===== config.mk =====
export PLATFORM = sky130hd
export DESIGN_NAME = uart_tx_arbiter
export DESIGN_NICKNAME = d
export VERILOG_FILES = /design/src/rtl/uart_tx_arbiter.sv
export SDC_FILE = /design/constraint.sdc
export NUM_CORES = 1
export LEC_CHECK = 0
export CORE_MARGIN = 2
export CORE_UTILIZATION = 40
export DETAILED_ROUTE_END_ITERATION = 12
export GPL_ROUTABILITY_DRIVEN = 1
export HOLD_SLACK_MARGIN = 0.08
export PLACE_DENSITY_LB_ADDON = 0.25
export SETUP_SLACK_MARGIN = 0.3
export SYNTH_ARGS = -nofsm -noshare
export SYNTH_HDL_FRONTEND = slang
export SYNTH_SLANG_ARGS = --single-unit

===== constraint.sdc =====
create_clock -name clk -period 1.95 [get_ports clk]
set_clock_uncertainty 0.05 [all_clocks]
set_input_delay 0.2925 -clock clk [delete_from_list [all_inputs] [get_ports clk]]
set_output_delay 0.2925 -clock clk [all_outputs]
set_load 0.01 [all_outputs]

===== src/rtl/uart_tx_arbiter.sv =====
// Round-robin arbiter and frame sequencer in front of a single UART TX core.
// Each grant moves one byte into a local frame register. The FSM launches
// that byte, follows tx_busy until the frame ends, then holds an idle gap
// before the next arbitration.
module uart_tx_arbiter #(
  parameter int NUM_REQ        = 4,
  parameter int WIDTH          = 8,
  parameter int GAP_CYCLES     = 2,
  parameter int LAUNCH_TIMEOUT = 16
) (
  input  logic                       clk,
  input  logic                       rst,
  input  logic [NUM_REQ-1:0]         req_valid,
  input  logic [NUM_REQ*WIDTH-1:0]   req_data,
  input  logic [NUM_REQ-1:0]         req_par_en,
  output logic [NUM_REQ-1:0]         req_ready,
  output logic [WIDTH-1:0]           tx_data,
  output logic                       tx_par_en,
  output logic                       tx_data_valid,
  input  logic                       tx_busy,
  output logic [$clog2(NUM_REQ)-1:0] grant_id,
  output logic                       frame_done,
  output logic                       err_timeout
);
  localparam int IDW   = $clog2(NUM_REQ);
  localparam int GAP_W = (GAP_CYCLES > 1) ? $clog2(GAP_CYCLES + 1) : 1;
  localparam int TO_W  = (LAUNCH_TIMEOUT > 1) ? $clog2(LAUNCH_TIMEOUT + 1) : 1;

  localparam logic [2:0] S_IDLE   = 3'd0;
  localparam logic [2:0] S_GRANT  = 3'd1;
  localparam logic [2:0] S_LAUNCH = 3'd2;
  localparam logic [2:0] S_WAIT   = 3'd3;
  localparam logic [2:0] S_GAP    = 3'd4;

  logic [2:0]       r_state;
  logic [IDW-1:0]   r_ptr;
  logic [IDW-1:0]   r_grant_id;
  logic [WIDTH-1:0] r_tx_data;
  logic             r_tx_par_en;
  logic             r_tx_data_valid;
  logic             r_frame_done;
  logic             r_err_timeout;
  logic [GAP_W-1:0] r_gap_cnt;
  logic [TO_W-1:0]  r_to_cnt;

  logic             w_any;
  logic [IDW-1:0]   w_win;
  logic [IDW-1:0]   w_ptr_next;
  int               w_idx;

  // Winner search: first valid requester at or above the pointer, wrapping.
  always_comb begin
    w_any = 1'b0;
    w_win = '0;
    w_idx = 0;
    for (int k = 0; k < NUM_REQ; k++) begin
      w_idx = int'(r_ptr) + k;
      if (w_idx >= NUM_REQ) w_idx = w_idx - NUM_REQ;
      if (!w_any && req_valid[IDW'(w_idx)]) begin
        w_any = 1'b1;
        w_win = IDW'(w_idx);
      end
    end
  end

  assign w_ptr_next = (int'(w_win) + 1 >= NUM_REQ) ? '0 : w_win + 1'b1;

  // Accept pulse exists only in GRANT, so a withdrawn request never sees one.
  always_comb begin
    req_ready = '0;
    if (r_state == S_GRANT && w_any) req_ready[w_win] = 1'b1;
  end

  // Frame sequencer: grant, launch with timeout, wait for busy low, gap.
  always_ff @(posedge clk) begin
    if (rst) begin
      r_state         <= S_IDLE;
      r_ptr           <= '0;
      r_grant_id      <= '0;
      r_tx_data       <= '0;
      r_tx_par_en     <= 1'b0;
      r_tx_data_valid <= 1'b0;
      r_frame_done    <= 1'b0;
      r_err_timeout   <= 1'b0;
      r_gap_cnt       <= '0;
      r_to_cnt        <= '0;
    end else begin
      r_frame_done  <= 1'b0;
      r_err_timeout <= 1'b0;
      case (r_state)
        S_IDLE: begin
          if (|req_valid) r_state <= S_GRANT;
        end
        S_GRANT: begin
          if (w_any) begin
            r_tx_data       <= req_data[w_win*WIDTH +: WIDTH];
            r_tx_par_en     <= req_par_en[w_win];
            r_grant_id      <= w_win;
            r_ptr           <= w_ptr_next;
            r_tx_data_valid <= 1'b1;
            r_to_cnt        <= '0;
            r_state         <= S_LAUNCH;
          end else begin
            r_state <= S_IDLE;
          end
        end
        S_LAUNCH: begin
          if (tx_busy) begin
            r_tx_data_valid <= 1'b0;
            r_state         <= S_WAIT;
          end else begin
            // Saturating count; the exit below fires before it could wrap.
            if (r_to_cnt != TO_W'(LAUNCH_TIMEOUT)) r_to_cnt <= r_to_cnt + 1'b1;
            if (int'(r_to_cnt) + 1 >= LAUNCH_TIMEOUT) begin
              r_err_timeout   <= 1'b1;
              r_tx_data_valid <= 1'b0;
              r_gap_cnt       <= '0;
              r_state         <= S_GAP;
            end
          end
        end
        S_WAIT: begin
          if (!tx_busy) begin
            r_frame_done <= 1'b1;
            r_gap_cnt    <= '0;
            r_state      <= S_GAP;
          end
        end
        S_GAP: begin
          // A zero-length gap still spends the one GAP cycle.
          if (int'(r_gap_cnt) + 1 >= GAP_CYCLES) r_state <= S_IDLE;
          else                                   r_gap_cnt <= r_gap_cnt + 1'b1;
        end
        default: begin
          r_tx_data_valid <= 1'b0;
          r_state         <= S_IDLE;
        end
      endcase
    end
  end

  assign tx_data       = r_tx_data;
  assign tx_par_en     = r_tx_par_en;
  assign tx_data_valid = r_tx_data_valid;
  assign grant_id      = r_grant_id;
  assign frame_done    = r_frame_done;
  assign err_timeout   = r_err_timeout;

endmodule


======== Word level (Yosys, flattened, before mapping) ========
Cells that the tools add are included.
word-level totals
  input port bits ......................... 43
  output and inout port bits .............. 18
  register bits ........................... 26
cells by class
  mux-type cells .......................... 52
  shift operators ......................... 1
  magnitude comparators ................... 13
  bitwise gates (word level) .............. 3
  add/sub/neg operators ................... 13
  equal/unequal tests ..................... 14
  reduce and logical (&&, ||, !) cells .... 20
operators with widths
  cell                                                                    count
  32-bit by 6-bit indexed part select with 8-bit output                   1
  2-bit 2-to-1 mux                                                        14
  1-bit 2-to-1 mux                                                        19
  2-bit by 4-bit < comparator with 1-bit output (second input constant)   4
  2-bit != test (second input constant)                                   8
  3-bit 2-to-1 mux                                                        5
  5-bit 2-to-1 mux                                                        3
  3-bit case mux with 5 select lines                                      1
  3-bit >= comparator (second input constant)                             4
  1-bit binary-select mux with 2-bit select                               5
  5-bit case mux with 2 select lines                                      1
  2-bit by 1-bit adder with 3-bit output (second input constant)          3
  4-bit AND reduction                                                     2
  2-bit by 1-bit subtractor with 2-bit output (second input constant)     4
  2-bit by 2-bit adder with 3-bit output (second input constant)          2
  5-bit by 1-bit adder with 6-bit output (second input constant)          1
  3-bit by 2-bit == test with 1-bit output (second input constant)        2
  6-bit by 5-bit >= comparator with 1-bit output (second input constant)  1
  2-bit case mux with 3 select lines                                      1
  3-bit OR reduction                                                      2
  5-bit by 1-bit adder with 5-bit output (second input constant)          1
  1-bit logical AND                                                       5
  5-bit != test (second input constant)                                   1
  5-bit AND reduction                                                     1
  other kinds (20)                                                        25

======== Logic depth before layout (Yosys ltp) ========
Gate-level depths: netlist (run 1).
  depth in word-level cells ............... 20
  gate-level depth with buffers ........... 8

======== Least setup slack after synthesis (run 1) ========
OpenSTA, ideal clock, no wires.
  path kind ............................... flip-flop to flip-flop
  from .................................... register r_to_cnt[0]
  to ...................................... register r_to_cnt[3]
  stages on the path, launching flop included .. 8
  library setup time ...................... 0.130 ns
  setup slack ............................. 0.084 ns
  arrival time ............................ 1.686 ns
  clock period less this slack ............ 1.866 ns
  data required time ...................... 1.770 ns
  cells stage by stage .................... dfxtp_1 > inv_1 > ha_1 > nor4bb_1 > o32ai_1 > or3b_1 > xor2_1 > nor3_2
on the way
  cells in the longest elaborated chain, start to end .. 4
  elaborated cells between the ends (all ways) .. 7
  classes of those cells .................. add/sub: 1; eq/ne: 2; mux: 3; reduce/logical: 1
RTL lines
  element                                 line  text
  from (decl)                             44    logic [TO_W-1:0] r_to_cnt;
  from (signal assigned)                  113   if (r_to_cnt != TO_W'(LAUNCH_TIMEOUT)) r_to_cnt <= r_to_cnt + 1'b1;
  5-bit by 1-bit adder with 5-bit output  113
  5-bit 2-to-1 mux                        113
  5-bit 2-to-1 mux                        108   if (tx_busy) begin
  5-bit case mux with 2 select lines      90    case (r_state)
Parallel ways exist; a longest one is shown, timed or not. The select of a mux whose other input is x is not followed.
A chain may end at the register's enable or synchronous reset.

======== Final worst setup path (run 1) ========
  from .................................... register r_ptr[0]
  to ...................................... output req_ready[1]
on the way
  cells in the longest elaborated chain, start to end .. 20
  elaborated cells between the ends (all ways) .. 48
  classes of those cells .................. add/sub: 7; order compare: 6; mux: 27; reduce/logical: 8
RTL lines
  element                                                                          line  text
  from (decl)                                                                      36    logic [IDW-1:0] r_ptr;
  from (signal assigned)                                                           99    r_ptr <= w_ptr_next;
  branches (longest 19 deep; another with 2-bit by 1-bit adder with 3-bit output)  --
  4-bit 2-to-1 mux (*)                                                             71    if (r_state == S_GRANT && w_any) req_ready[w_win] = 1'b1;
  to (decl)                                                                        16    output logic [NUM_REQ-1:0] req_ready,
Every way passes the cells marked *. The select of a mux whose other input is x is not followed.

==> flow_metrics.py, run 1 <==
metrics = {
    "status": {
        "outcome": "finished, violations left",
        "failing_checks": "negative setup slack",
    },
    "worst_setup_path": {
        "ff2ff_path_depth": 8,
        "worst-setup-path-type": "flop to output pin",
        "crit_start": "r_ptr[0]",
        "worstPathMaxFanout": 3,
        "cp_data_arrival_time_ns": 1.73,
        "critPathLaunchType": "flop",
        "r2r_start": "r_ptr[0]",
        "critical_path.endpoint_type": "output pin",
        "cp.required_ns": 1.61,
    },
    "power": {
        "power.static_leakage_nw": 1.26,
        "seqPwrFrac_pct": 29.8,
        "power.ir.vdd_worst_mv": 0.452,
        "power_density_nw_per_um2": 635,
        "intPower_w": 0.00140,
        "power_consumption_w": 0.00213,
        "total_switching_power_w": 0.000738,
        "power_switching_share_pct": 34.6,
        "clock_power_share_pct": 17.4,
        "power.combinational.fraction_pct": 52.8,
    },
    "yosys": {
        "netlist.top_cell.by_area": "dfxtp_1",
        "postSynthRegisterBits": 26,
        "cell_area_after_synthesis_um2": 1690,
        "avgSynthCellArea_um2": 8.91,
        "synthArstFlopShare_pct": 0,
        "yosys-top-cells-area": "dfxtp_1, a211oi_2, nor3b_1",
        "netlist-cell-type-count": 52,
        "yosysSeqAreaShare_pct": 30.7,
        "post-synth-top-area-fraction_pct": 30.7,
        "synth_top_flop_cell": "dfxtp_1",
        "synth_warnings": 0,
        "synthesis.nets": 237,
        "postSynthCellCount": 190,
        "synth_enable_flop_cells": 0,
    },
    "detailed_routing": {
        "antenna_violating_nets_post_route": 0,
        "first_iter_violations": 173,
        "viasPerCell": 5.93,
        "drt_pass1_iterations": 4,
        "overall_routed_net_length_um": 7520,
        "avgRoutedWirePerCell_um": 20.8,
        "via_count": 2148,
        "drc": 0,
    },
    "sta": {
        "min_clock_period_post_route_ns": 2.08,
        "max_frequency_mhz": 482,
        "max_slew_margin_pct": 66.1,
        "holdWs_ns": 0.452,
        "rsz0062_at_grt": "yes",
        "max_slew.worst_pin.slew_ns": 0.507,
        "report.final.setup_viol": 5,
        "finalCritPeriodShare_pct": 106,
        "hold_viol": 0,
        "worst_slack_ns": -0.126,
        "timing_max_transition_violations_final": 0,
    },
    "die": {
        "die_height_um": 69.1,
        "top_level_ports": 61,
        "initial_utilization_pct": 42.0,
        "fp.dieArea_um2": 4770,
        "fp.coreArea_um2": 4030,
        "die_width_um": 69.1,
        "floorplan.rows": 23,
    },
    "placement": {
        "dpl.cell_count": 319,
        "io_buffer_count": 60,
        "detailedPlacementHpwl_um": 3740,
        "post_dp_cell_area_um2": 2580,
        "place.gp.congestion": 0.816,
    },
    "global_route": {
        "antenna_violations_before_repair": 1,
        "grt.total_usage_pct": 27.9,
        "grt_first_pass_wirelength_um": 10700,
        "vias_in_the_first_global_route": 2196,
        "globalRouteOverflowTotal": 0,
        "pin_count_of_the_biggest_net_entering_global_routing": 17,
    },
    "min_path": {
        "worstHoldPathCells": 2,
        "hold_path.class": "flop to flop",
        "hold_path.startpoint": "grant_id[1]",
    },
    "final_layout": {
        "utilization_after_layout_pct": 83.4,
        "final_design_area_no_fill_um2": 3360,
        "layoutNonFillerInstCount": 362,
        "most_used_cells_in_the_layout_excluding_fill_and_tap_cells": "clkdlybuf4s50_1, buf_4, buf_6, dfxtp_1",
        "flow.area_growth_from_synthesis_pct": 98.4,
        "fillers": 204,
        "layout.cells.most_common": "clkdlybuf4s50_1",
        "final_nets": 359,
        "post_route_cells_drive_above_1_share_pct": 50.2,
    },
    "clock_tree": {
        "cts_num_sinks": 26,
        "clk_pin_slew_worst_paths_ns": 0.09,
        "cts_bufs_inserted": 3,
        "cts-htree-levels": 1,
        "cts-root-to-sink-buffers": 2,
        "cts.root.buffer_cell": "clkbuf_8",
        "cts.hold.buffers_added": 0,
        "cts_tree": "built",
        "clock_network_latency_to_the_later_pin_of_the_worst_skew_pair_ns": 0.28,
    },
    "job": {
        "max_capacitance_violation_count": 0,
    },
}
==> worst paths after layout <==
| check | end | slack (ns) |
|---|---|---|
| min reg2reg | grant_id[1] | 0.45 |
| min | grant_id[1] | 0.45 |
| max | req_ready[1] | -0.13 |
| max reg2reg | tx_par_en | -0.02 |
==> cell type report <==
cell class	count	area, um^2	share of cell area [%]
inverter	7	33.8	1.01
clock buffer	4	55.1	1.64
antenna	1	2.50	0.0745
tap	50	62.6	1.86
sequential	26	539	16.1
multi-input combinational	147	1410	41.8
timing repair buffer	127	1260	37.5
==> sequential cells by signal, summed over array words and instances (netlist names) <==
| name | count |
|---|---|
| r_to_cnt | 5 |
| tx_data_valid | 1 |
| err_timeout | 1 |
| tx_par_en | 1 |
| r_gap_cnt | 2 |
| frame_done | 1 |
| r_state | 3 |
| grant_id | 2 |
| r_ptr | 2 |
| tx_data | 8 |
==> critical path, cell delays in order, from the launching register on <==
cell and delay (ns):
dfxtp_4 0.38, buf_12 0.10, nor2b_4 0.05, o21ai_1 0.15
o211ai_1 0.12, buf_4 0.16, buf_4 0.13, nor3_2 0.19
buf_2 0.16
==> synth_stat cells (2+ instances only) <==
library cell	instances
mux2i_1	3
nand3_1	11
xor2_1	2
nor3_1	8
nor3b_1	11
nand2b_1	2
buf_4	4
o32ai_1	2
nor3_2	2
o21ai_0	3
nor2b_1	2
ha_1	4
inv_1	6
o221ai_1	9
a211oi_2	8
a31o_2	2
or3b_1	3
dfxtp_1	26
nor2_1	11
o211ai_1	9
clkbuf_1	4
or3_1	9
a21oi_1	15
nor2_2	2
nand2_1	5
==> logic make-up (layout without fill, tap and decap cells) <==
kind of cell    after synthesis  count (layout)  synth area share, %
mux                           3               3                 1.77
xor+xnor                      2               2                 1.03
other cells                   0               1                    0
flops                        26              26                 30.7
simple gates                 80              81                 31.0
buf+inv                      18             138                 5.69
fa+ha+maj                     4               4                 2.96
compound gates               57              57                 26.8
==> metrics by stage <==
step | worst slack [ns] | TNS [ns]
finish | -0.126 | -0.448
global route | -0.225 | -1.44
CTS | -0.0429 | -0.144
detailed placement | -0.677 | -8.08
global placement | -0.635 | -7.17
floorplan | 0.189 | 0
==> metal layers <==
layer	vias up	GRT usage [%]	part of all wire (%)
met2	118	49.3	49
met1	1030	31.6	40
li1	975	-	-
met4	0	13.7	4.2
met5	-	0	0
met3	25	5.85	6.9
==> timing repair <==
| item | 4_1_cts | 5_1_grt |
|---|---|---|
| cloned | 2 | 2 |
| setup buffers | 25 | 9 |
| endpoints found under the hold margin | 0 | 0 |
| gates resized for setup | 86 | 36 |
| endpoints found under the setup margin | 24 | 24 |
| pin swaps | 34 | 25 |
==> power by group through the flow <==
stage               clock network (W)  logic [W]  registers [W]
finish                       0.000372    0.00113       0.000635
global route                 0.000397    0.00119       0.000639
CTS                          0.000373   0.000956       0.000627
detailed placement                  0   0.000719       0.000637
global placement                    0   0.000712       0.000634
floorplan                           0   0.000359       0.000652
(Power assumes the default switching activity.)
==> run 2, diff against run 1 <==
--- a/config.mk
+++ b/config.mk
@@ -7,6 +7,7 @@
 export LEC_CHECK = 0
 export CORE_MARGIN = 2
 export CORE_UTILIZATION = 40
+export CTS_CLUSTER_SIZE = 20
 export DETAILED_ROUTE_END_ITERATION = 12
 export GPL_ROUTABILITY_DRIVEN = 1
 export HOLD_SLACK_MARGIN = 0.08
==> results of run 2 <==
The final DEF is identical to that of run 1; final timing and power are the same.
==> run 3, diff against run 2 <==
--- a/config.mk
+++ b/config.mk
@@ -5,8 +5,11 @@
 export SDC_FILE = /design/constraint.sdc
 export NUM_CORES = 1
 export LEC_CHECK = 0
+export CELL_PAD_IN_SITES_DETAIL_PLACEMENT = 1
+export CELL_PAD_IN_SITES_GLOBAL_PLACEMENT = 1
 export CORE_MARGIN = 2
-export CORE_UTILIZATION = 40
+export CORE_UTILIZATION = 29
+export CTS_CLUSTER_DIAMETER = 150
 export CTS_CLUSTER_SIZE = 20
 export DETAILED_ROUTE_END_ITERATION = 12
 export GPL_ROUTABILITY_DRIVEN = 1
==> flow_metrics.py, run 3 (same netlist as run 1, synthesis figures left out) <==
metrics = {
    "power": {
        "power_density_nw_per_um2": 651,
        "power.ir.vdd_worst_mv": 0.370,
        "power_switching_share_pct": 32.6,
        "clock_power_share_pct": 22.5,
        "total_switching_power_w": 0.000671,
        "power_consumption_w": 0.00205,
        "seqPwrFrac_pct": 30.8,
        "power.combinational.fraction_pct": 46.7,
        "intPower_w": 0.00138,
        "power.static_leakage_nw": 1.16,
    },
    "global_route": {
        "antenna_violations_before_repair": 0,
        "globalRouteOverflowTotal": 0,
        "grt_first_pass_wirelength_um": 10400,
        "grt.total_usage_pct": 20.7,
        "pin_count_of_the_biggest_net_entering_global_routing": 17,
        "vias_in_the_first_global_route": 2008,
    },
    "final_layout": {
        "largest_reg_flops": 8,
        "n_antenna_cell": 0,
        "post_route_cells_drive_above_1_share_pct": 44.9,
        "most_used_cells_in_the_layout_excluding_fill_and_tap_cells": "clkdlybuf4s50_1, buf_4, dfxtp_1, buf_6",
        "fillers": 619,
        "flow.area_growth_from_synthesis_pct": 86.5,
        "layout.cells.most_common": "clkdlybuf4s50_1",
        "final_nets": 344,
    },
    "die": {
        "fp.dieArea_um2": 6460,
        "top_level_ports": 61,
        "die_width_um": 80.4,
        "die_height_um": 80.4,
        "initial_utilization_pct": 30.4,
        "floorplan.rows": 27,
        "fp.coreArea_um2": 5570,
    },
    "sta": {
        "hold_viol": 0,
        "finalCritPeriodShare_pct": 104,
        "holdWs_ns": 0.455,
        "rsz0062_at_grt": "yes",
        "worst_slack_ns": -0.0761,
        "timing_max_transition_violations_final": 0,
        "min_clock_period_post_route_ns": 2.03,
        "report.final.setup_viol": 4,
        "max_slew_margin_pct": 74.5,
        "max_slew.worst_pin.slew_ns": 0.381,
        "max_frequency_mhz": 494,
    },
    "detailed_routing": {
        "antenna_violating_nets_post_route": 0,
        "drc": 0,
        "post_route_m1_wl_um": 2960,
        "met2_length_um": 3620,
        "first_iter_violations": 55,
        "overall_routed_net_length_um": 6990,
        "highest_layer": "met4",
        "avgRoutedWirePerCell_um": 19.0,
        "via_count": 1919,
        "drt_pass1_iterations": 4,
        "viasPerCell": 5.21,
        "wl_met3_um": 311,
    },
    "min_path": {
        "hold_path.startpoint": "r_gap_cnt[1]",
        "hold_path.class": "flop to flop",
    },
    "worst_setup_path": {
        "cp_data_arrival_time_ns": 1.68,
        "ff2ff_path_depth": 9,
        "worstPathMaxFanout": 4,
        "cpLargestDelayFamily": "simple AND/OR/NAND/NOR gates",
        "r2r-end": "tx_data[1]",
        "cp.required_ns": 1.61,
        "worst-setup-path-type": "flop to output pin",
        "crit_start": "r_ptr[0]",
        "crit_path_end": "req_ready[3]",
        "critPathMaxStageDelay_ns": 0.38,
        "timing.critical_path.buf_inv": 2,
        "critPathLaunchType": "flop",
        "timing.critical_path.cells": "and2b_4, nor2_4, o32ai_4, inv_2, ha_4, and2_4, buf_6",
        "critical_path.endpoint_type": "output pin",
        "critPathSlowestCell": "dfxtp_4",
        "cp.depth": 7,
        "rrSetupSlack_ns": 0.07,
        "r2r_start": "r_ptr[0]",
    },
    "placement": {
        "detailedPlacementHpwl_um": 4330,
        "place.gp.congestion": 0.739,
        "io_buffer_count": 60,
    },
    "clock_tree": {
        "cts-htree-levels": 1,
        "cts.root.buffer_cell": "clkbuf_8",
        "cts_bufs_inserted": 3,
        "cts-root-to-sink-buffers": 2,
        "cts_tree": "built",
        "cts.hold.buffers_added": 0,
        "clock_network_latency_to_the_later_pin_of_the_worst_skew_pair_ns": 0.28,
        "cts_num_sinks": 26,
        "clk_pin_slew_worst_paths_ns": 0.10,
    },
    "status": {
        "outcome": "finished, violations left",
        "failing_checks": "negative setup slack",
    },
    "job": {
        "max_capacitance_violation_count": 0,
    },
}
run 3: worst min-delay path by stage:
stage | slack, ns | end | depth (start not counted)
2_1_floorplan | 0.40 | r_ptr[0] | 2
3_3_place_gp | 0.42 | tx_data[7] | 2
3_5_place_dp | 0.43 | tx_data[1] | 2
4_1_cts | 0.46 | r_gap_cnt[1] | 1
5_1_grt | 0.48 | tx_data[5] | 2
6_report | 0.46 | r_gap_cnt[1] | 1
run 3: through the flow:
step | instances | setup TNS [ns] | area, um^2 | setup WS, ns | utilization, %
floorplan | 190 | 0 | 1760 | 0.189 | -
global placement | 339 | -9.13 | 2600 | -0.692 | 46.6
detailed placement | 339 | -9.55 | 2600 | -0.690 | 46.6
CTS | 356 | -0.160 | 2900 | -0.0612 | 52.0
global route | 368 | -0.608 | 3160 | -0.150 | 56.7
finish | 368 | -0.222 | 3160 | -0.0761 | 56.7
run 3: repair_timing:
action,in CTS,in global routing
pin swaps,32,23
cloned,0,1
setup buffers,13,11
gates resized for setup,59,40
endpoints found under the setup margin,26,26
run 3: area by class of cell:
cell class	count	area, um^2	area share, %
flip-flops and latches	26	536	17.0
multi-input cells	146	1360	42.9
clock inverters	1	30.0	0.951
repair buffers	113	1070	34.0
clock buffers	3	41.3	1.31
well taps	72	90.1	2.85
inverters	7	31.3	0.990
run 3: layer usage:
metal | track usage, % | vias up
met5 | 0 | -
met4 | 5.08 | 0
met2 | 37.8 | 50
met3 | 2.36 | 8
met1 | 25.7 | 924
li1 | - | 937
run 3: worst reg2reg max path: cells and delay by family (launching register included):
| family | cells | cell delay, ns |
|---|---|---|
| flops | 1 | 0.38 |
| simple gates | 3 | 0.53 |
| buf+inv | 4 | 0.48 |
| compound gates | 2 | 0.32 |
run 3: power groups by stage:
stage	clock network (W)	registers [W]	logic [W]
6_report	0.000462	0.000633	0.000959
5_1_grt	0.000497	0.000638	0.00103
4_1_cts	0.000476	0.000632	0.000829
3_5_place_dp	0	0.000641	0.000719
3_3_place_gp	0	0.000638	0.000712
2_1_floorplan	0	0.000652	0.000359
